$ cat config.mk
export PLATFORM = sky130hd
export DESIGN_NAME = bram_portb_arbiter
export DESIGN_NICKNAME = d
export VERILOG_FILES = /design/src/rtl/bram_pkg.sv /design/src/rtl/sat_counter.sv /design/src/rtl/bram_portb_arbiter.sv
export SDC_FILE = /design/constraint.sdc
export NUM_CORES = 1
export LEC_CHECK = 0
export CAP_MARGIN = 10
export CORE_MARGIN = 3
export CORE_UTILIZATION = 37
export DETAILED_ROUTE_END_ITERATION = 10
export PLACE_DENSITY = 0.83
export RECOVER_POWER = 100
export SYNTH_ARGS = -nofsm -noshare
export SYNTH_HDL_FRONTEND = slang
export SYNTH_SLANG_ARGS = --single-unit
export TNS_END_PERCENT = 30
$ cat constraint.sdc
create_clock -name clk -period 4.5 [get_ports clk]
set_input_delay 1.125 -clock clk [delete_from_list [all_inputs] [get_ports clk]]
set_output_delay 1.125 -clock clk [all_outputs]
set_load 0.01 [all_outputs]
$ cat src/rtl/bram_pkg.sv
// bram_pkg: shared constants and FSM encoding for the BRAM port-B arbiter
package bram_pkg;
  localparam int DEF_WIDTH = 16;
  localparam int DEF_ADDR_WIDTH = 10;
  localparam int IO_HI = 9;
  localparam int IO_LO = 8;
  localparam logic [1:0] IO_REGION = 2'b11;
  typedef enum logic [1:0] {IDLE = 2'd0, VGA = 2'd1, CPU = 2'd2, FORCE = 2'd3} state_t;
endpackage

$ cat src/rtl/sat_counter.sv
// sat_counter: saturating up-counter with synchronous clear and async reset
module sat_counter #(
  parameter int W = 8
) (
  input  logic         clk,
  input  logic         reset,
  input  logic         inc,
  input  logic         clr,
  output logic [W-1:0] cnt
);
  // clear wins over increment; the count sticks at all-ones
  always_ff @(posedge clk or posedge reset)
    if (reset) cnt <= '0;
    else if (clr) cnt <= '0;
    else if (inc && cnt != '1) cnt <= cnt + 1'b1;
endmodule

$ cat src/rtl/bram_portb_arbiter.sv
// bram_portb_arbiter: fixed-priority BRAM port-B share with starvation guard and I/O write filter
module bram_portb_arbiter
  import bram_pkg::*;
#(
  parameter int WIDTH = DEF_WIDTH,
  parameter int ADDR_WIDTH = DEF_ADDR_WIDTH,
  parameter int MAX_WAIT = 8
) (
  input  logic                  clk,
  input  logic                  reset,
  input  logic                  r0_req,
  input  logic [ADDR_WIDTH-1:0] r0_addr,
  output logic                  r0_gnt,
  output logic                  r0_rvalid,
  output logic [WIDTH-1:0]      r0_rdata,
  input  logic                  r1_req,
  input  logic                  r1_we,
  input  logic [ADDR_WIDTH-1:0] r1_addr,
  input  logic [WIDTH-1:0]      r1_wdata,
  output logic                  r1_gnt,
  output logic                  r1_rvalid,
  output logic [WIDTH-1:0]      r1_rdata,
  output logic                  r1_err,
  output logic [ADDR_WIDTH-1:0] mem_addr,
  output logic [WIDTH-1:0]      mem_data,
  output logic                  mem_we,
  input  logic [WIDTH-1:0]      mem_q,
  output logic [7:0]            force_cnt
);
  state_t state, next_state;
  logic [7:0] wait_cnt;
  logic [ADDR_WIDTH-1:0] last_addr;
  logic force_gnt, io, last_we, last_io, r1_last;

  assign force_gnt = r1_req && wait_cnt >= 8'(MAX_WAIT);
  assign io = r1_addr[IO_HI:IO_LO] == IO_REGION;
  assign mem_data = r1_wdata;
  assign r1_last = state == CPU || state == FORCE;
  assign r0_rvalid = state == VGA;
  assign r1_rvalid = r1_last && !last_we;
  assign r1_err = r1_last && last_we && last_io;

  // winner selection; state register doubles as the record of who was granted
  always_comb begin
    next_state = IDLE;
    next_state = force_gnt ? FORCE : r0_req ? VGA : r1_req ? CPU : IDLE;
    r0_gnt = !reset && next_state == VGA;
    r1_gnt = !reset && (next_state == CPU || next_state == FORCE);
    mem_addr = r0_gnt ? r0_addr : r1_gnt ? r1_addr : last_addr;
    mem_we = r1_gnt && r1_we && !io;
  end

  // state, held address and read-return capture of the BRAM output
  always_ff @(posedge clk or posedge reset)
    if (reset) begin
      state <= IDLE;
      last_addr <= '0;
      last_we <= 1'b0;
      last_io <= 1'b0;
      r0_rdata <= '0;
      r1_rdata <= '0;
    end else begin
      state <= next_state;
      last_addr <= mem_addr;
      last_we <= r1_we;
      last_io <= io;
      if (r0_gnt) r0_rdata <= mem_q;
      if (r1_gnt && !r1_we) r1_rdata <= mem_q;
    end

  sat_counter #(.W(8)) u_wait (
    .clk(clk), .reset(reset), .inc(r1_req && !r1_gnt), .clr(!r1_req || r1_gnt), .cnt(wait_cnt)
  );

  sat_counter #(.W(8)) u_force (
    .clk(clk), .reset(reset), .inc(force_gnt && r0_req), .clr(1'b0), .cnt(force_cnt)
  );
endmodule

==> results of run 1 <==
## power breakdown
part	internal (µW)	switching, µW	total, µW
logic	186	123	309
registers	628	31.0	659
clock network	337	201	538
total	1150	355	1510
## through the flow
stage	setup slack (ps)	cell area, µm²	power, µW	hold WS, ps	std cells
floorplan	370	2830	832	531	222
global placement	248	3810	1020	487	401
detailed placement	197	3810	1030	493	401
CTS	195	4030	1580	509	416
global route	52.1	3980	1580	507	416
finish	180	3980	1510	482	416
## cells in the mapped netlist (3+ instances only)
master / n / area [µm²]
mux2_2: 25 / 282
and3_1: 5 / 31.3
ha_1: 3 / 37.5
a31oi_1: 3 / 18.8
buf_4: 16 / 120
nand4_1: 3 / 18.8
o221a_2: 10 / 113
nor3b_1: 3 / 22.5
nand2b_1: 10 / 62.6
mux2_4: 10 / 150
nor2b_1: 3 / 18.8
nor2_1: 14 / 52.6
nor3_1: 7 / 35.0
inv_1: 8 / 30.0
and2_1: 3 / 18.8
nand3_1: 4 / 20.0
nand2_1: 7 / 26.3
dfrtp_1: 62 / 1550
## cells by family (layout without fill, tap and decap cells)
family	Yosys count	in the layout	synth area share (%)
buffers and inverters	30	125	6.45
AOI/OAI and AO/OA	22	22	7.52
muxes	37	37	16.0
xor gates and xnor gates	4	4	1.24
and+or+nand+nor	64	64	12.7
DFF	62	62	54.8
adders and majority gates	3	3	1.33
## registers in the layout, indices dropped and copies added (netlist names)
register and count:
last_io 1, state 2, last_addr 10, last_we 1, r0_rdata 16, u_wait.cnt 8, r1_rdata 16, u_force.cnt 8
## cell type report
cell class / count / area, µm²
tap: 99 / 124
inverter: 8 / 33.8
fill: 626 / 3350
multi-input combinational: 130 / 1060
clock inverter: 4 / 70.1
clock buffer: 11 / 151
sequential: 62 / 1550
timing repair buffer: 102 / 988
## layout by cell type, fill, tap and decap left out, types with 3 or more instances in the layout
cell type        Yosys  routed
dfrtp_1             62      62
dlygate4sd3_1        0      49
clkdlybuf4s50_1      0      47
mux2_2              25      25
nor2_1              14      14
clkbuf_8             0      11
mux2_1               0      10
nand2b_1            10      10
o221a_2             10      10
inv_1                8       7
nand2_1              7       7
nor3_1               7       7
and3_1               5       5
nand3_1              4       4
clkbuf_1             2       4
nor2b_1              3       3
nor3b_1              3       3
a31oi_1              3       3
nand4_1              3       3
ha_1                 3       3
## per-layer routing
layer	up-vias	GRT usage [%]
met5	-	0
met1	1007	16.3
met3	8	4.91
li1	955	-
met2	75	26.7
met4	0	5.37
## critical path: stages
cell             delay, ps
clkdlybuf4s50_1        480
inv_1                   90
o311ai_4               590
o221a_2                300
dlygate4sd3_1          600
## final timing paths
| path | start | to | slack, ps |
|---|---|---|---|
| min in group asynchronous | reset | last_addr[1]$_DFF_PP0_ | 1400 |
| hold reg to reg | r1_rdata[6]$_DFFE_PP0P_ | r1_rdata[6]$_DFFE_PP0P_ | 480 |
| hold / removal | r1_rdata[6]$_DFFE_PP0P_ | r1_rdata[6]$_DFFE_PP0P_ | 480 |
| setup / recovery | r0_req | mem_addr[2] | 180 |
| setup reg to reg | u_wait.cnt[5]$_DFFE_PP0P_ | r1_rdata[5]$_DFFE_PP0P_ | 1840 |
| max in group asynchronous | reset | r0_rdata[7]$_DFFE_PP0P_ | 1950 |
==> flow_summary.yaml, run 1 <==
power:
  power_density_nw_per_um2: 379
  irDropWorstVdd_uv: 234
  p_leak_uw: 0.00173
drt:
  dr.max_layer_used: "met4"
  wl_met1_um: 2530
  antenna_left: 0
  wl_per_cell_um: 14.9
  drt-total-wl_um: 6220
  dr_total_vias: 2045
  wl_met3_um: 437
  drc_errors: 0
  wl_met2_um: 3180
  first_pass_iters: 4
  via_per_inst: 4.92
  drt_iter0_drc: 59
critical_path:
  worstPathArrival_ps: 3190
  start_kind: "primary input"
  cp_max_fo: 13
  endpoint_kind: "output pin"
  crit_type: "primary input to output pin"
  r2r_cells: 5
  critPathRequiredTime_ps: 3380
global_routing:
  antenna_found_initial: 0
  grt_overflow: 0
  grt_usage_pct: 14.9
  grt_pass1_wl_um: 10200
  grt_max_degree: 54
  grt_pass1_vias: 2119
placed_design:
  port_buffers: 96
  hpwl_um: 4620
  place.gp.congestion: 0.755
timing:
  fin_crit_ps: 4320
  setup_viol: 0
  relSlewSlack_pct: 14.0
  hold_violations: 0
  rsz0062_at_grt: "no"
  clock_skew_ps: 5.08
  finalCritPeriodShare_pct: 96.0
  worst_pin_slew_ps: 1290
  finalSetupTns_ps: 0
  max_freq_mhz: 232
  finalMaxSlewViolations: 0
logic_synthesis:
  synthesis.instances: 222
  async_flop_share_pct: 100
  synth-seq-area-share_pct: 54.8
  synth_edf_count: 0
  syn_area_um2: 2830
  ys_ff_latch: 62
  ys_types: 38
  syn-num-nets: 282
  ys_warn_count: 0
  synthFlopType: "dfrtp_1"
  syn_avg_cell_area_um2: 12.7
clock_network:
  cts_root_buf: "clkbuf_8"
  clk_path_buf_depth: 2
  cts_made_buffers: 9
  cts_resized: 0
  post_cts_buffers: 0
  ctsHoldBuffers: 0
  clk_latency_ps: 330
  htree_num_levels: 3
  cts_tree: "done"
  cts.sinks: 62
  clk_pin_slew_worst_paths_ps: 60
cells_and_area:
  utilization_pct: 54.3
  n_antenna_cell: 0
  drive_above_1_share_pct: 18.3
  final_nets: 373
  area_growth_pct: 40.5
hold_path:
  min_path_type: "flop to flop"
  holdPathStages: 1
die:
  die_y_um: 93.5
  dieArea_um2: 8730
  num_rows: 31
  core_area_um2: 7330
  die_w_um: 93.5
  initial_core_util_pct: 38.6
  ioPinCount: 129
flow_run:
  maxCapViolations: 0
status:
  outcome: "completed"
(Power assumes the default switching activity.)
==> inputs of run 2 (changes only) <==
Settings changed: ABC_CLOCK_PERIOD_IN_PS set to 4500.
==> results of run 2 <==
Final layout, timing and power as in run 1 (identical DEF).
==> inputs of run 3 (changes only) <==
Settings changed: CAP_MARGIN 10 to 30, CORE_MARGIN 3 to unset, SKIP_LAST_GASP set to 1.
==> flow_summary.yaml, run 3 (synthesized netlist as in run 1, its figures left out) <==
global_routing:
  grt_overflow: 0
  grt_pass1_wl_um: 9390
  grt_usage_pct: 15.8
  antenna_found_initial: 0
  grt_pass1_vias: 1984
  grt_max_degree: 43
drt:
  via_per_inst: 4.81
  first_pass_iters: 4
  antenna_left: 0
  drc_errors: 0
  drt-total-wl_um: 6080
  wl_per_cell_um: 14.6
  drt_iter0_drc: 60
  dr_total_vias: 2007
timing:
  max_freq_mhz: 234
  finalMaxSlewViolations: 43
  fin_crit_ps: 4270
  relSlewSlack_pct: -51.9
  clock_skew_ps: 6.33
  rsz0062_at_grt: "no"
  hold_violations: 0
  setup_viol: 0
  finalSetupTns_ps: 0
  worst_pin_slew_ps: 2280
  finalWorstSetupSlack_ps: 226
  finalCritPeriodShare_pct: 95.0
die:
  initial_core_util_pct: 38.6
  core_area_um2: 7330
  die_w_um: 89.5
  num_rows: 31
  ioPinCount: 129
  dieArea_um2: 8000
  die_y_um: 89.5
cells_and_area:
  drive_above_1_share_pct: 17.6
  n_antenna_cell: 0
  final_nets: 373
  utilization_pct: 53.5
  final_common_cell: "dfrtp_1"
  biggestRegsByFlops: "r0_rdata (16), r1_rdata (16), last_addr (10)"
  area_growth_pct: 38.5
  final_cell_mix: "62 x dfrtp_1, 48 x clkdlybuf4s50_1, 48 x dlygate4sd3_1"
power:
  power_density_nw_per_um2: 354
  irDropWorstVdd_uv: 219
  pwr-share-seq_pct: 47.5
  clkPwrFrac_pct: 30.3
  internal-power_uw: 1030
  power_frac_comb_pct: 22.2
  switching_share_pct: 26.1
  p_sw_uw: 363
  p_leak_uw: 0.00169
critical_path:
  endpoint_kind: "output pin"
  worstPathArrival_ps: 3150
  r2r_cells: 5
  crit_type: "primary input to output pin"
  critPathRequiredTime_ps: 3380
  start_kind: "primary input"
  cp_max_fo: 13
clock_network:
  htree_num_levels: 3
  ctsHoldBuffers: 0
  cts_root_buf: "clkbuf_8"
  cts.sinks: 62
  clk_latency_ps: 330
  cts_tree: "done"
  clk_path_buf_depth: 2
  cts_made_buffers: 9
  post_cts_buffers: 0
  cts_resized: 0
  clk_pin_slew_worst_paths_ps: 70
placed_design:
  place.gp.congestion: 0.771
  port_buffers: 96
  dp_slack_ps: 190
  hpwl_um: 4360
hold_path:
  holdPathStages: 1
  min_path_type: "flop to flop"
flow_run:
  maxCapViolations: 1
status:
  violations: "max-capacitance violations, max-slew violations"
  outcome: "finished, violations left"
-- run 3: worst paths after layout --
kind	from	to	slack, ps
setup / recovery	r0_req	mem_addr[9]	230
hold / removal	r1_rdata[9]$_DFFE_PP0P_	r1_rdata[9]$_DFFE_PP0P_	480
setup reg to reg	u_wait.cnt[5]$_DFFE_PP0P_	r1_rdata[11]$_DFFE_PP0P_	1840
hold reg to reg	r1_rdata[9]$_DFFE_PP0P_	r1_rdata[9]$_DFFE_PP0P_	480
max in group asynchronous	reset	r0_rdata[10]$_DFFE_PP0P_	1030
min in group asynchronous	reset	u_force.cnt[6]$_DFFE_PP0P_	1670
-- run 3: worst max-delay path: stages --
cell and delay (ps):
clkdlybuf4s50_1 480, inv_1 80, o311ai_4 580, o221a_2 310
clkdlybuf4s50_1 560
-- run 3: final cells by class --
class,instances,area [µm²]
Inverter,8,31.3
Timing Repair Buffer,102,987
Clock buffer,12,145
Clock inverter,4,22.5
Fill cell,644,3410
Multi-Input combinational cell,130,1060
Sequential cell,62,1550
Tap cell,99,124
-- run 3: metrics by stage --
| stage | hold slack, ps | cell area (µm²) | instances | total power (µW) |
|---|---|---|---|---|
| 3_5_place_dp | 493 | 3810 | 401 | 1030 |
| 3_3_place_gp | 487 | 3810 | 401 | 1020 |
| 2_1_floorplan | 531 | 2830 | 222 | 832 |
| 5_1_grt | 506 | 3920 | 417 | 1470 |
| 6_report | 481 | 3920 | 417 | 1390 |
| 4_1_cts | 508 | 3980 | 417 | 1460 |
-- run 3: power groups by stage --
stage	clock network [µW]	registers (µW)	logic, µW
global route	465	668	336
global placement	0	671	346
finish	421	659	309
CTS	439	664	356
detailed placement	0	673	353
floorplan	0	697	136
-- run 3: layer usage --
layer / GRT usage [%] / up-vias / part of all wire (%)
met5: 0 / - / 0
met4: 4.47 / 0 / 1.0
met3: 7.11 / 10 / 8.2
met2: 26.4 / 68 / 49
met1: 18.5 / 975 / 42
li1: - / 954 / -
